## config.mk

```make
export PLATFORM = sky130hd
export DESIGN_NAME = mil1553_chan_mux
export DESIGN_NICKNAME = d
export VERILOG_FILES = /design/src/rtl/mil1553_chan_mux_pkg.sv /design/src/rtl/mil1553_chan_mux_fifo.sv /design/src/rtl/mil1553_chan_mux.sv
export SDC_FILE = /design/constraint.sdc
export NUM_CORES = 1
export LEC_CHECK = 0
export ABC_AREA = 1
export BUFFER_PORTS_ARGS = -buffer_cell sky130_fd_sc_hd__buf_2
export CORE_MARGIN = 4
export CORE_UTILIZATION = 54
export CTS_CLUSTER_SIZE = 8
export DETAILED_ROUTE_END_ITERATION = 8
export HOLD_SLACK_MARGIN = 0.15
export PLACE_DENSITY = 0.81
export SYNTH_ARGS = -nofsm -noshare
export SYNTH_HDL_FRONTEND = slang
export SYNTH_HIERARCHICAL = 1
export SYNTH_SLANG_ARGS = --single-unit
```

## constraint.sdc

```tcl
create_clock -name aclk -period 2.6 [get_ports aclk]
set_input_delay 0.65 -clock aclk [delete_from_list [all_inputs] [get_ports aclk]]
set_output_delay 0.65 -clock aclk [all_outputs]
set_load 0.01 [all_outputs]
```

## src/rtl/mil1553_chan_mux_pkg.sv

```systemverilog
`default_nettype none
// ----------------------------------------------------------------------------
// mil1553_chan_mux_pkg : FSM state encoding and rx FIFO entry layout
// Rev 1.0
// ----------------------------------------------------------------------------
package mil1553_chan_mux_pkg;

   localparam int CHAN_MAX = 8;

   localparam logic [2:0] ST_IDLE   = 3'd0;
   localparam logic [2:0] ST_TX     = 3'd1;
   localparam logic [2:0] ST_DRAIN  = 3'd2;
   localparam logic [2:0] ST_LISTEN = 3'd3;
   localparam logic [2:0] ST_GUARD  = 3'd4;

   // Rx FIFO entry = {channel, tuser, data}
   localparam int ENT_DATA_LSB = 0;
   localparam int ENT_USER_LSB = 16;
   localparam int ENT_CHAN_LSB = 24;

endpackage
`default_nettype wire

```

## src/rtl/mil1553_chan_mux_fifo.sv

```systemverilog
`default_nettype none
// ----------------------------------------------------------------------------
// mil1553_chan_mux_fifo : synchronous FIFO, DEPTH a power of two >= 2
// Rev 1.0
// ----------------------------------------------------------------------------
module mil1553_chan_mux_fifo #(
   parameter int WIDTH = 25,
   parameter int DEPTH = 4
) (
   input  logic             clk,
   input  logic             rst_n,
   input  logic             wr_en,
   input  logic [WIDTH-1:0] wr_data,
   input  logic             rd_en,
   output logic [WIDTH-1:0] rd_data,
   output logic             full,
   output logic             empty
);

   localparam int AW = (DEPTH > 1) ? $clog2(DEPTH) : 1;

   logic [WIDTH-1:0] mem_q [DEPTH];
   logic [WIDTH-1:0] mem_d [DEPTH];
   logic [AW:0]      wr_ptr_q, wr_ptr_d;
   logic [AW:0]      rd_ptr_q, rd_ptr_d;
   logic             do_wr;
   logic             do_rd;

   assign empty = (wr_ptr_q == rd_ptr_q);
   assign full  = (wr_ptr_q[AW] != rd_ptr_q[AW]) &&
                  (wr_ptr_q[AW-1:0] == rd_ptr_q[AW-1:0]);

   // A pop in the same cycle frees the slot, so a full FIFO still accepts.
   assign do_rd = rd_en && !empty;
   assign do_wr = wr_en && (!full || do_rd);

   always_comb begin
      mem_d    = mem_q;
      wr_ptr_d = wr_ptr_q;
      rd_ptr_d = rd_ptr_q;
      if (do_wr) begin
         mem_d[wr_ptr_q[AW-1:0]] = wr_data;
         wr_ptr_d                = wr_ptr_q + 1'b1;
      end
      if (do_rd) begin
         rd_ptr_d = rd_ptr_q + 1'b1;
      end
   end

   always_ff @(posedge clk or negedge rst_n) begin
      if (!rst_n) begin
         wr_ptr_q <= '0;
         rd_ptr_q <= '0;
         for (int i = 0; i < DEPTH; i++) begin
            mem_q[i] <= '0;
         end
      end else begin
         wr_ptr_q <= wr_ptr_d;
         rd_ptr_q <= rd_ptr_d;
         mem_q    <= mem_d;
      end
   end

   assign rd_data = mem_q[rd_ptr_q[AW-1:0]];

endmodule
`default_nettype wire

```

## src/rtl/mil1553_chan_mux.sv

```systemverilog
`default_nettype none
// ----------------------------------------------------------------------------
// mil1553_chan_mux : N-bus MIL-STD-1553 tx router / rx listen-window muxer
// Option: MIL1553_CHAN_MUX_STATS_EN adds per-bus saturating timeout counters
// Rev 1.0
// ----------------------------------------------------------------------------
module mil1553_chan_mux
   import mil1553_chan_mux_pkg::*;
#(
   parameter int CHANNELS     = 2,
   parameter int CH_W         = (CHANNELS > 1) ? $clog2(CHANNELS) : 1,
   parameter int RESP_TIMEOUT = 68,
   parameter int GAP_CYCLES   = 48,
   parameter int GUARD_CYCLES = 8,
   parameter int FIFO_DEPTH   = 4
) (
   input  logic                  aclk,
   input  logic                  arstn,
   input  logic [CH_W-1:0]       sel_chan,
   input  logic [15:0]           s_axis_tdata,
   input  logic [7:0]            s_axis_tuser,
   input  logic                  s_axis_tlast,
   input  logic                  s_axis_tvalid,
   output logic                  s_axis_tready,
   output logic [16*CHANNELS-1:0] tx_tdata,
   output logic [8*CHANNELS-1:0] tx_tuser,
   output logic [CHANNELS-1:0]   tx_tvalid,
   input  logic [CHANNELS-1:0]   tx_tready,
   input  logic [CHANNELS-1:0]   tx_active,
   input  logic [16*CHANNELS-1:0] rx_tdata,
   input  logic [8*CHANNELS-1:0] rx_tuser,
   input  logic [CHANNELS-1:0]   rx_tvalid,
   output logic [15:0]           m_axis_tdata,
   output logic [7:0]            m_axis_tuser,
   output logic                  m_axis_tvalid,
   input  logic                  m_axis_tready,
   output logic [CH_W-1:0]       rx_chan,
   output logic                  busy,
   output logic                  timeout,
   output logic                  overflow,
   output logic [8*CHANNELS-1:0] stat_timeouts
);

   localparam int ENT_W   = ENT_CHAN_LSB + CH_W;
   localparam int CNT_MAX = (RESP_TIMEOUT > GAP_CYCLES)
                          ? ((RESP_TIMEOUT > GUARD_CYCLES) ? RESP_TIMEOUT : GUARD_CYCLES)
                          : ((GAP_CYCLES > GUARD_CYCLES) ? GAP_CYCLES : GUARD_CYCLES);
   localparam int CNT_W   = $clog2(CNT_MAX + 1);

   logic [2:0]       state_q, state_d;
   logic [CH_W-1:0]  cur_q, cur_d;
   logic [CNT_W-1:0] cnt_q, cnt_d;
   logic             got_q, got_d;
   logic             overflow_q, overflow_d;

   logic             rx_hit;
   logic [CH_W-1:0]  rx_sel;
   logic [ENT_W-1:0] push_ent;
   logic [ENT_W-1:0] head_ent;
   logic             fifo_full;
   logic             fifo_empty;
   logic             pop;
   logic             resp_timeout;

   assign resp_timeout = (state_q == ST_LISTEN) && !got_q &&
                         (cnt_q == CNT_W'(RESP_TIMEOUT));

   // Listen window accepts only the addressed bus; idle/guard take the lowest index.
   always_comb begin
      rx_sel = cur_q;
      rx_hit = 1'b0;
      if (state_q == ST_LISTEN) begin
         rx_hit = rx_tvalid[cur_q];
      end else if (state_q == ST_IDLE || state_q == ST_GUARD) begin
         for (int i = CHANNELS - 1; i >= 0; i--) begin
            if (rx_tvalid[i]) begin
               rx_sel = CH_W'(i);
               rx_hit = 1'b1;
            end
         end
      end
   end

   assign push_ent = {rx_sel, rx_tuser[8*rx_sel +: 8], rx_tdata[16*rx_sel +: 16]};

   always_comb begin
      state_d       = state_q;
      cur_d         = cur_q;
      cnt_d         = cnt_q;
      got_d         = got_q;
      s_axis_tready = 1'b0;
      case (state_q)
         ST_IDLE: begin
            if (s_axis_tvalid) begin
               cur_d   = (int'(sel_chan) < CHANNELS) ? sel_chan : '0;
               cnt_d   = '0;
               got_d   = 1'b0;
               state_d = ST_TX;
            end
         end
         ST_TX: begin
            s_axis_tready = tx_tready[cur_q];
            if (s_axis_tvalid && tx_tready[cur_q] && s_axis_tlast) begin
               cnt_d   = '0;
               state_d = ST_DRAIN;
            end
         end
         ST_DRAIN: begin
            if (cnt_q == '0) begin
               cnt_d = CNT_W'(1);
            end else if (!tx_active[cur_q]) begin
               cnt_d   = '0;
               state_d = ST_LISTEN;
            end
         end
         ST_LISTEN: begin
            cnt_d = cnt_q + 1'b1;
            if (resp_timeout) begin
               cnt_d   = '0;
               state_d = ST_GUARD;
            end else if (rx_hit) begin
               // Word cycle is gap count 0, so the next cycle reads 1.
               got_d = 1'b1;
               cnt_d = CNT_W'(1);
            end else if (got_q && cnt_q == CNT_W'(GAP_CYCLES)) begin
               cnt_d   = '0;
               state_d = ST_GUARD;
            end
         end
         ST_GUARD: begin
            cnt_d = cnt_q + 1'b1;
            if (cnt_q == CNT_W'(GUARD_CYCLES - 1)) begin
               cnt_d   = '0;
               state_d = ST_IDLE;
            end
         end
         default: begin
            state_d = ST_IDLE;
         end
      endcase
   end

   always_comb begin
      tx_tdata  = '0;
      tx_tuser  = '0;
      tx_tvalid = '0;
      if (state_q == ST_TX) begin
         tx_tdata[16*cur_q +: 16] = s_axis_tdata;
         tx_tuser[8*cur_q +: 8]   = s_axis_tuser;
         tx_tvalid[cur_q]         = s_axis_tvalid;
      end
   end

   assign pop        = !fifo_empty && m_axis_tready;
   assign overflow_d = overflow_q | (rx_hit && fifo_full && !pop);

   always_ff @(posedge aclk or negedge arstn) begin
      if (!arstn) begin
         state_q    <= ST_IDLE;
         cur_q      <= '0;
         cnt_q      <= '0;
         got_q      <= 1'b0;
         overflow_q <= 1'b0;
      end else begin
         state_q    <= state_d;
         cur_q      <= cur_d;
         cnt_q      <= cnt_d;
         got_q      <= got_d;
         overflow_q <= overflow_d;
      end
   end

   mil1553_chan_mux_fifo #(
      .WIDTH (ENT_W),
      .DEPTH (FIFO_DEPTH)
   ) u_rx_fifo (
      .clk     (aclk),
      .rst_n   (arstn),
      .wr_en   (rx_hit),
      .wr_data (push_ent),
      .rd_en   (pop),
      .rd_data (head_ent),
      .full    (fifo_full),
      .empty   (fifo_empty)
   );

   assign m_axis_tvalid = !fifo_empty;
   assign m_axis_tdata  = head_ent[ENT_DATA_LSB +: 16];
   assign m_axis_tuser  = head_ent[ENT_USER_LSB +: 8];
   assign rx_chan       = head_ent[ENT_CHAN_LSB +: CH_W];
   assign busy          = (state_q != ST_IDLE);
   assign timeout       = resp_timeout;
   assign overflow      = overflow_q;

`ifdef MIL1553_CHAN_MUX_STATS_EN
   logic [7:0] stat_q [CHANNELS];
   logic [7:0] stat_d [CHANNELS];

   always_comb begin
      for (int i = 0; i < CHANNELS; i++) begin
         stat_d[i] = stat_q[i];
         if (resp_timeout && cur_q == CH_W'(i) && stat_q[i] != 8'hFF) begin
            stat_d[i] = stat_q[i] + 8'd1;
         end
      end
   end

   always_ff @(posedge aclk or negedge arstn) begin
      if (!arstn) begin
         for (int i = 0; i < CHANNELS; i++) begin
            stat_q[i] <= '0;
         end
      end else begin
         stat_q <= stat_d;
      end
   end

   for (genvar g = 0; g < CHANNELS; g++) begin : g_stat_out
      assign stat_timeouts[8*g +: 8] = stat_q[g];
   end
`else
   assign stat_timeouts = '0;
`endif

endmodule
`default_nettype wire

```

==> results of run 1 <==
layout make-up:
type | instances | area (sq um)
Tap cell | 172 | 215.2
Multi-Input combinational cell | 740 | 3515
Fill cell | 1091 | 4110
Clock buffer | 23 | 467.9
Inverter | 59 | 226.5
Sequential cell | 119 | 2978
Clock inverter | 8 | 170.2
Timing Repair Buffer | 187 | 1040
registers in the layout, indices dropped and copies added, names as in the netlist:
register	count
overflow	1
cur_q	1
u_rx_fifo/rd_ptr_q	3
got_q	1
state_q	3
u_rx_fifo/mem_q	100
u_rx_fifo/wr_ptr_q	3
cnt_q	7
through the flow:
stage               cells  hold WS [ns]    TNS, ns  power (mW)
floorplan            1004        0.3544          0       5.793
global placement     1277        0.4495          0       7.137
detailed placement   1277        0.4537          0       7.268
CTS                  1308        0.1952  -0.002400       9.901
global route         1308        0.2205   -0.01907       10.59
finish               1308        0.1919          0       9.983
logic make-up (layout without fill, tap and decap cells):
kind of cell | after synthesis | after routing | share of synthesized area, %
AND/OR/NAND/NOR | 619 | 619 | 39.21
buffers and inverters | 145 | 277 | 9.609
flip-flops | 119 | 119 | 41.96
AO/OA/AOI/OAI | 94 | 94 | 7.334
adder cells (fa/ha/maj) | 7 | 7 | 1.234
XOR/XNOR | 4 | 4 | 0.5996
other | 1 | 16 | 0.05284
synthesized netlist by cell type (all sizes together):
master,instances,share of area [%]
nand3,37,3.0
clkbuf,21,1.1
and3,1,0.088
nor3,1,0.070
nor2,129,7.6
xor2,2,0.25
conb,1,0.053
xnor2,2,0.35
nand2,345,19
nand4,103,9.3
buf,65,5.3
dfrtp,119,42
or2,1,0.088
ha,7,1.2
o21ai,62,4.5
a21oi,3,0.21
inv,59,3.2
o211ai,3,0.32
a31o,1,0.12
o22ai,25,2.2
nand3b,2,0.21
per-layer routing:
layer	global-route usage, %	wire, um
met1	37.82	8519
met2	48.61	10520
met3	5.392	1998
met4	12.04	693
met5	0	0
where the power goes:
group	total, mW	leakage (nW)	internal, mW	switching (mW)
combinational	4.31	3.08	1.46	2.85
clock	2.59	0.303	1.74	0.845
sequential	3.08	1.48	2.63	0.454
worst paths after layout:
kind / cells after the start / slack, ns / start / endpoint
setup reg to reg: 12 / 0.19 / u_rx_fifo/rd_ptr_q[0] / u_rx_fifo/mem_q[21]
setup / recovery: 4 / 0.08 / u_rx_fifo/rd_ptr_q[0] / m_axis_tdata[0]
min in group aclk: 2 / 0.46 / u_rx_fifo/mem_q[49] / u_rx_fifo/mem_q[49]
hold reg to reg: 2 / 0.46 / u_rx_fifo/mem_q[49] / u_rx_fifo/mem_q[49]
hold / removal: 1 / 0.19 / arstn / u_rx_fifo/rd_ptr_q[2]
max in group asynchronous: 2 / 1.70 / arstn / u_rx_fifo/mem_q[34]
what timing repair did:
item	CTS	global route
buffers inserted	0	0
resized for setup	1	5
hold buffers	0	0
setup endpoints to repair	1	59
==> flow_summary_export.csv, run 1 <==
group,metric,value,unit
finish,design_area,8612,sq um
place,gp_congestion,0.8732,
place,hpwl,13.78,mm
grt,grt_start_max_net_pins,69,
grt,first_global_vias,6920,
critical_path,path_cells,"buf_6 > o21ai_0 > o22ai_1 > buf_2",
floorplan,start_util,55.78,%
finish,final_nets,1215,
grt,track_usage,29.27,%
critical_path,max_stage_delay,0.52,ns
critical_path,crit_buf_inv,2,
sta,finalWorstSetupSlack,0.07824,ns
place,place_ws,0.3473,ns
synthesis,synth_cell_types,36,
grt,grt_pass1_wl,34.40,mm
finish,utilization,67.69,%
status,status,"finished clean",
drt,wl,21.73,mm
floorplan,die-area,15040,sq um
sta,maxSlewHeadroom,60.63,%
grt,grt_overflow,0,
min_path,worstHoldPathType,"input port to asynchronous set/reset pin",
clock_network,worstSkewPairLatency,0.42,ns
power,ir_worst_vdd,0.6314,mV
clock_network,clkTransAtPathRegs,0.05,ns
sta,final_hold_viol_count,0,
sta,max_freq,396.5,MHz
sta,setup_viol,0,
critical_path,crit_arrival,1.87,ns
clock_network,cts_buffers,17,
sta,fin_skew,0.008654,ns
finish,layout_common_cells,"nand2_1, buf_2, nor2_1, dfrtp_1, nand4_1",
floorplan,die_x,122.6,um
sta,slew_viol_final,0,
power,power.density,1159,nW/um^2
place,placed_area,7951,sq um
drt,initialDrtViolationCount,784,
power,power_leakage,4.857,nW
drt,ant_nets,0,
clock_network,cts_sinks,119,
sta,finalCriticalPeriod,2.522,ns
critical_path,path_class,"register to output port",
floorplan,core.rowCount,41,
sta,tightest_slew,0.5905,ns
synthesis,synth_seq_cells,119,
clock_network,cts_root_buffer,"clkbuf_16",
critical_path,worstSetupStartpointType,"register",
drt,via_count,7320,
clock_network,cts_buffer_depth,2,
synthesis,yosysSeqAreaShare,41.96,%
synthesis,avgSynthCellArea,7.176,sq um
critical_path,cp_max_fo,30,
sta,rsz0062_at_grt,"yes",
floorplan,num_io_pins,180,
drt,wl_per_cell,16.62,um
critical_path,endpoint_kind,"output port",
floorplan,coreArea,12720,sq um
drt,routed_via_density,5.596,
job,maxCapViolCount,0,
finish,drive_gt1_share,22.45,%
drt,drc_errors,0,
finish,final_common_cell,"nand2_1",
floorplan,die_h,122.6,um
finish,n_antenna_cell,0,
grt,antenna_found_initial,0,
synthesis,yosysWarningCount,6,
drt,dr.pass1.iters,5,
critical_path,crit_family,"flip-flops",
critical_path,required,1.95,ns
clock_network,htreeDepth,4,
finish,areaGrowthSynthToFinish,21.35,%
synthesis,syn_area,7097,sq um
clock_network,cts_tree,"yes",
synthesis,syn_inst,989,
sta,period_share,96.99,%
critical_path,crit_slowest_cell,"dfrtp_1",
place,port_buffers,163,
Note: power is estimated with default switching activity, not from simulation.
==> run 2: changes to the inputs <==
--- a/config.mk
+++ b/config.mk
@@ -12,7 +12,7 @@
 export CTS_CLUSTER_SIZE = 8
 export DETAILED_ROUTE_END_ITERATION = 8
 export HOLD_SLACK_MARGIN = 0.15
-export PLACE_DENSITY = 0.81
+export PLACE_DENSITY = 0.92
 export SYNTH_ARGS = -nofsm -noshare
 export SYNTH_HDL_FRONTEND = slang
 export SYNTH_HIERARCHICAL = 1
==> flow_summary_export.csv, run 2 (same netlist as run 1, synthesis figures left out) <==
group,metric,value,unit
critical_path,endpoint_kind,"output port",
place,hpwl,13.83,mm
clock_network,worstSkewPairLatency,0.41,ns
power,ir_worst_vdd,0.6059,mV
clock_network,post_cts_buffers,0,
floorplan,num_io_pins,180,
clock_network,clkTransAtPathRegs,0.05,ns
drt,via_count,7429,
min_path,worstHoldPathType,"input port to asynchronous set/reset pin",
finish,top_register,"u_rx_fifo/mem_q",
finish,fillers,1043,
sta,final_hold_viol_count,0,
clock_network,cts_sinks,119,
place,place_ws,0.1967,ns
clock_network,cts_hold_buf,0,
finish,n_antenna_cell,0,
clock_network,cts_tree,"yes",
finish,areaGrowthSynthToFinish,20.96,%
floorplan,core.rowCount,41,
drt,wl,21.72,mm
floorplan,die-area,15040,sq um
sta,finalWorstSetupSlack,0.05192,ns
critical_path,reg2reg_to,"u_rx_fifo/mem_q[0]",
power,power_leakage,4.829,nW
sta,maxSlewHeadroom,63.16,%
sta,period_share,98.00,%
grt,antenna_found_initial,0,
clock_network,htreeDepth,4,
drt,wl_per_cell,16.65,um
drt,initialDrtViolationCount,949,
sta,tightest_slew,0.5527,ns
drt,ant_nets,0,
grt,grt_overflow,0,
finish,final_nets,1212,
power,power.density,1135,nW/um^2
floorplan,coreArea,12720,sq um
critical_path,crit_slowest_cell,"dfrtp_1",
critical_path,worstSetupStartpointType,"register",
critical_path,critical_path.endpoint,"m_axis_tuser[0]",
critical_path,required,1.95,ns
finish,final_common_cell,"nand2_1",
clock_network,cts_buffer_depth,2,
critical_path,crit_arrival,1.90,ns
grt,grt_pass1_wl,34.46,mm
sta,slew_viol_final,0,
sta,rsz0062_at_grt,"yes",
power,intPower,5.612,mW
critical_path,max_stage_delay,0.43,ns
place,port_buffers,163,
job,maxCapViolCount,0,
power,power,9.744,mW
critical_path,path_cells,"buf_4 > o21ai_0 > o22ai_1 > buf_2",
power,swShare,42.41,%
critical_path,r2r_setup_slack,0.17,ns
sta,max_freq,392.5,MHz
sta,fin_skew,0.006774,ns
drt,dr.pass1.iters,5,
status,status,"finished clean",
critical_path,r2r_start,"u_rx_fifo/wr_ptr_q[0]",
critical_path,reg2reg_depth,12,
sta,setup_viol,0,
power,power_frac_seq,31.8,%
floorplan,die_x,122.6,um
floorplan,start_util,55.78,%
finish,largest_reg_flops,100,
power,clkPwrFrac,24.1,%
floorplan,die_h,122.6,um
critical_path,cp_max_fo,32,
clock_network,cts_root_buffer,"clkbuf_16",
critical_path,path_class,"register to output port",
grt,track_usage,29.17,%
grt,first_global_vias,7160,
place,gp_congestion,0.8714,
sta,finalCriticalPeriod,2.548,ns
grt,grt_start_max_net_pins,69,
clock_network,cts_buffers,17,
drt,drc_errors,0,
drt,routed_via_density,5.697,
finish,drive_gt1_share,22.44,%
power,comb_power_share,44.2,%
finish,top_regs,"u_rx_fifo/mem_q x100, cnt_q x7",
sta,finalSetupTns,0,ns
power,p_sw,4.132,mW
critical_path,crit_start,"u_rx_fifo/rd_ptr_q[0]",
finish,layout_common_cells,"nand2_1, buf_2, nor2_1, dfrtp_1, nand4_1",
[run 2: metal layers]
metal	track usage, %	share of wire (%)
met5	0	0
met4	14.63	3.4
met3	6.498	9.8
met2	48.99	49
met1	35.37	38
[run 2: worst max-delay path, delay by kind of cell, from the launching register on]
family          cells  cell delay, ns
compound gates      2            0.47
flops               1            0.43
buf+inv             2            0.59
[run 2: metrics by stage]
stage / util, % / instance area (sq um) / cells / hold WS [ns]
6_report: 67.48 / 8584 / 1304 / 0.2179
5_1_grt: 67.48 / 8584 / 1304 / 0.2484
4_1_cts: 67.20 / 8549 / 1304 / 0.2295
3_5_place_dp: 62.52 / 7954 / 1274 / 0.4540
3_3_place_gp: 62.52 / 7954 / 1274 / 0.4500
2_1_floorplan: - / 7153 / 1004 / 0.3544
[run 2: how the worst min path moves through the flow]
stage,to,cells past startpoint,slack [ns],start
2_1_floorplan,cnt_q[0],0,0.35,arstn
3_3_place_gp,u_rx_fifo/mem_q[38],2,0.45,u_rx_fifo/mem_q[38]
3_5_place_dp,u_rx_fifo/mem_q[29],2,0.45,u_rx_fifo/mem_q[29]
4_1_cts,cnt_q[2],1,0.23,arstn
5_1_grt,got_q,1,0.25,arstn
6_report,got_q,1,0.22,arstn
[run 2: final cells by class]
type,instances,area (sq um),area share (%)
Multi-Input combinational cell,740,3543,41.28
Sequential cell,119,2978,34.69
Timing Repair Buffer,184,1039,12.10
Clock buffer,20,456.7,5.320
Inverter,59,224.0,2.609
Tap cell,172,215.2,2.507
Clock inverter,10,128.9,1.501
[run 2: what timing repair did]
| action | in CTS | in global routing |
|---|---|---|
| hold endpoints to repair | 0 | 0 |
| setup endpoints to repair | 1 | 11 |
| gates resized for setup | 2 | 5 |
[run 2: power groups by stage]
stage,clock network [mW],logic (mW),registers (mW)
after CTS,2.36,4.22,3.08
after global placement,0,4.03,3.05
after floorplan,0,2.84,2.95
after global routing,2.46,4.71,3.17
final,2.34,4.30,3.10
after detailed placement,0,4.16,3.08
==> run 3: changes to the inputs <==
--- a/config.mk
+++ b/config.mk
@@ -8,12 +8,11 @@
 export ABC_AREA = 1
 export BUFFER_PORTS_ARGS = -buffer_cell sky130_fd_sc_hd__buf_2
 export CORE_MARGIN = 4
-export CORE_UTILIZATION = 54
+export CORE_UTILIZATION = 53
 export CTS_CLUSTER_SIZE = 8
 export DETAILED_ROUTE_END_ITERATION = 8
 export HOLD_SLACK_MARGIN = 0.15
 export PLACE_DENSITY = 0.92
 export SYNTH_ARGS = -nofsm -noshare
 export SYNTH_HDL_FRONTEND = slang
-export SYNTH_HIERARCHICAL = 1
 export SYNTH_SLANG_ARGS = --single-unit
==> flow_summary_export.csv, run 3 <==
group,metric,value,unit
power,power_leakage,4.151,nW
clock_network,worstSkewPairLatency,0.42,ns
finish,final_nets,1082,
synthesis,synth_flop_cell,"dfrtp_1",
sta,max_freq,394.3,MHz
drt,dr.pass1.iters,6,
power,comb_power_share,41.0,%
finish,final_common_cell,"nand2_1",
power,p_sw,3.925,mW
power,power.density,1186,nW/um^2
floorplan,num_io_pins,180,
floorplan,die-area,13820,sq um
place,placed_area,7191,sq um
drt,wl,18.06,mm
finish,multi_input_area,2829,sq um
critical_path,r2r_setup_slack,0.22,ns
synthesis,synthArstFlopShare,100.0,%
finish,areaGrowthSynthToFinish,22.60,%
critical_path,path_class,"register to output port",
synthesis,synth_area_leaders,"dfrtp_1, nand2_1, o21ai_1, nor2_1, o21ai_0",
critical_path,reg2reg_to,"u_rx_fifo.mem_q[10]",
floorplan,die_h,117.6,um
synthesis,avgSynthCellArea,7.537,sq um
power,ir_worst_vdd,0.6319,mV
grt,grt_pass1_wl,30.10,mm
drt,routed_via_density,5.542,
finish,layout_common_cells,"nand2_1, buf_2, o21ai_1, nor2_1, dfrtp_1",
clock_network,clkTransAtPathRegs,0.06,ns
place,place_ws,0.3423,ns
clock_network,cts_buffers,17,
floorplan,coreArea,11560,sq um
place,gp_congestion,0.9024,
critical_path,r2r_start,"u_rx_fifo.rd_ptr_q[0]",
clock_network,cts_sinks,119,
sta,maxSlewHeadroom,57.56,%
finish,top_register,"u_rx_fifo.mem_q",
clock_network,cts_buffer_depth,2,
finish,fillers,881,
clock_network,htreeDepth,4,
clock_network,cts_hold_buf,0,
critical_path,endpoint_kind,"output port",
grt,track_usage,26.06,%
synthesis,synth_top_area_cell,"dfrtp_1",
grt,first_global_vias,6175,
drt,via_count,6357,
clock_network,cts_root_buffer,"clkbuf_16",
power,swShare,42.44,%
drt,drc_errors,0,
synthesis,synth_edf_count,0,
grt,grt_overflow,0,
critical_path,cp_max_fo,27,
job,maxCapViolCount,0,
status,status,"finished clean",
sta,finalCriticalPeriod,2.536,ns
grt,grt_start_max_net_pins,53,
finish,top_regs,"u_rx_fifo.mem_q x100, cnt_q x7",
power,power_frac_seq,34.4,%
critical_path,path_cells,"inv_2 > o21ai_0 > o22ai_1 > buf_2",
min_path,worstHoldPathType,"input port to asynchronous set/reset pin",
finish,largest_reg_flops,100,
finish,seqCellArea,2978,sq um
synthesis,yosysMostFrequentCell,"nand2_1",
power,intPower,5.324,mW
sta,period_share,97.53,%
finish,drive_gt1_share,22.71,%
place,hpwl,11.46,mm
sta,finalWorstSetupSlack,0.06417,ns
sta,finalSetupTns,0,ns
synthesis,yosysWarningCount,0,
critical_path,required,1.95,ns
synthesis,synth_seq_cells,119,
critical_path,crit_arrival,1.89,ns
power,clkPwrFrac,24.5,%
sta,setup_viol,0,
drt,wl_per_cell,15.74,um
sta,rsz0062_at_grt,"no",
sta,slew_viol_final,0,
synthesis,synth_common_cells,"nand2_1, o21ai_1, nor2_1, dfrtp_1, inv_1",
sta,tightest_slew,0.6366,ns
critical_path,crit_buf_inv,2,
synthesis,syn_inst,844,
place,port_buffers,163,
synthesis,synth_cell_types,33,
critical_path,max_stage_delay,0.40,ns
finish,n_antenna_cell,0,
synthesis,synth_top_area_share,46.81,%
synthesis,yosysSeqAreaShare,46.81,%
clock_network,cts_tree,"yes",
drt,initialDrtViolationCount,771,
synthesis,syn_area,6361,sq um
grt,antenna_found_initial,0,
floorplan,core.rowCount,39,
critical_path,crit_family,"buffers and inverters",
drt,ant_nets,0,
sta,fin_skew,0.01111,ns
floorplan,start_util,55.00,%
finish,design_area,7799,sq um
critical_path,crit_slowest_cell,"inv_2",
critical_path,worstSetupStartpointType,"register",
floorplan,die_x,117.6,um
critical_path,reg2reg_depth,7,
sta,final_hold_viol_count,0,
## run 3: cell types whose count changed after synthesis, moves of 6 or more
cell / change
nand3_1: -8
nand4_1: -99
nand2_1: -142
inv_1: +19
o21ai_1: +102
buf_1: -15
nand3_2: -6
nand2_2: -9
o21ai_0: +19
## run 3: worst max path at each step
stage | slack (ns) | end | depth (start not counted) | startpoint
2_1_floorplan | 0.63 | tx_tdata[0] | 5 | state_q[2]
3_3_place_gp | 0.46 | u_rx_fifo.mem_q[57] | 7 | u_rx_fifo.rd_ptr_q[0]
3_5_place_dp | 0.34 | u_rx_fifo.mem_q[73] | 7 | u_rx_fifo.rd_ptr_q[0]
4_1_cts | 0.06 | m_axis_tdata[13] | 5 | u_rx_fifo.rd_ptr_q[0]
5_1_grt | 0.007 | m_axis_tdata[13] | 4 | u_rx_fifo.rd_ptr_q[0]
6_report | 0.06 | m_axis_tdata[13] | 4 | u_rx_fifo.rd_ptr_q[1]
## run 3: area by class of cell
cell class	count	area share, %
Clock buffer	17	5.455
Clock inverter	15	1.941
Inverter	76	3.706
Multi-Input combinational cell	601	36.27
Sequential cell	119	38.18
Tap cell	143	2.294
Timing Repair Buffer	176	12.15
## run 3: what timing repair did
| action | CTS | global route |
|---|---|---|
| setup endpoints to repair | 1 | 16 |
| gates cloned | 0 | 0 |
| endpoints found under the hold margin | 0 | 0 |
| setup buffers | 0 | 2 |
| resized for setup | 2 | 2 |
## run 3: logic make-up after synthesis
logic type	after synthesis	synth area share, %
compound gates	214	17.49
xor+xnor	10	1.377
other cells	1	0.05895
buf+inv	139	9.736
fa+ha+maj	7	1.377
flops	119	46.81
simple gates	354	23.15
## run 3: routing by layer
metal  part of all wire [%]  GRT usage, %  vias to the layer above
met5                      0             0                        -
met4                    2.7         9.963                        0
met3                    6.9         5.670                       52
met2                     50         42.63                      320
met1                     40         34.12                     2986
li1                       -             -                     2999
## run 3: power by group through the flow
stage	Combinational [mW]	Sequential (mW)	Clock, mW
6_report	3.79	3.19	2.27
5_1_grt	4.20	3.27	2.37
4_1_cts	3.74	3.16	2.27
3_5_place_dp	3.60	3.14	0
3_3_place_gp	3.44	3.11	0
2_1_floorplan	2.59	3.03	0
## run 3: through the flow
step | hold WS [ns] | instances | power [mW] | utilization, %
finish | 0.1631 | 1147 | 9.249 | 67.43
detailed placement | 0.4735 | 1113 | 6.749 | 62.18
floorplan | 0.3544 | 859 | 5.621 | -
CTS | 0.1638 | 1145 | 9.165 | 67.23
global route | 0.1786 | 1147 | 9.837 | 67.43
global placement | 0.4654 | 1113 | 6.555 | 62.18
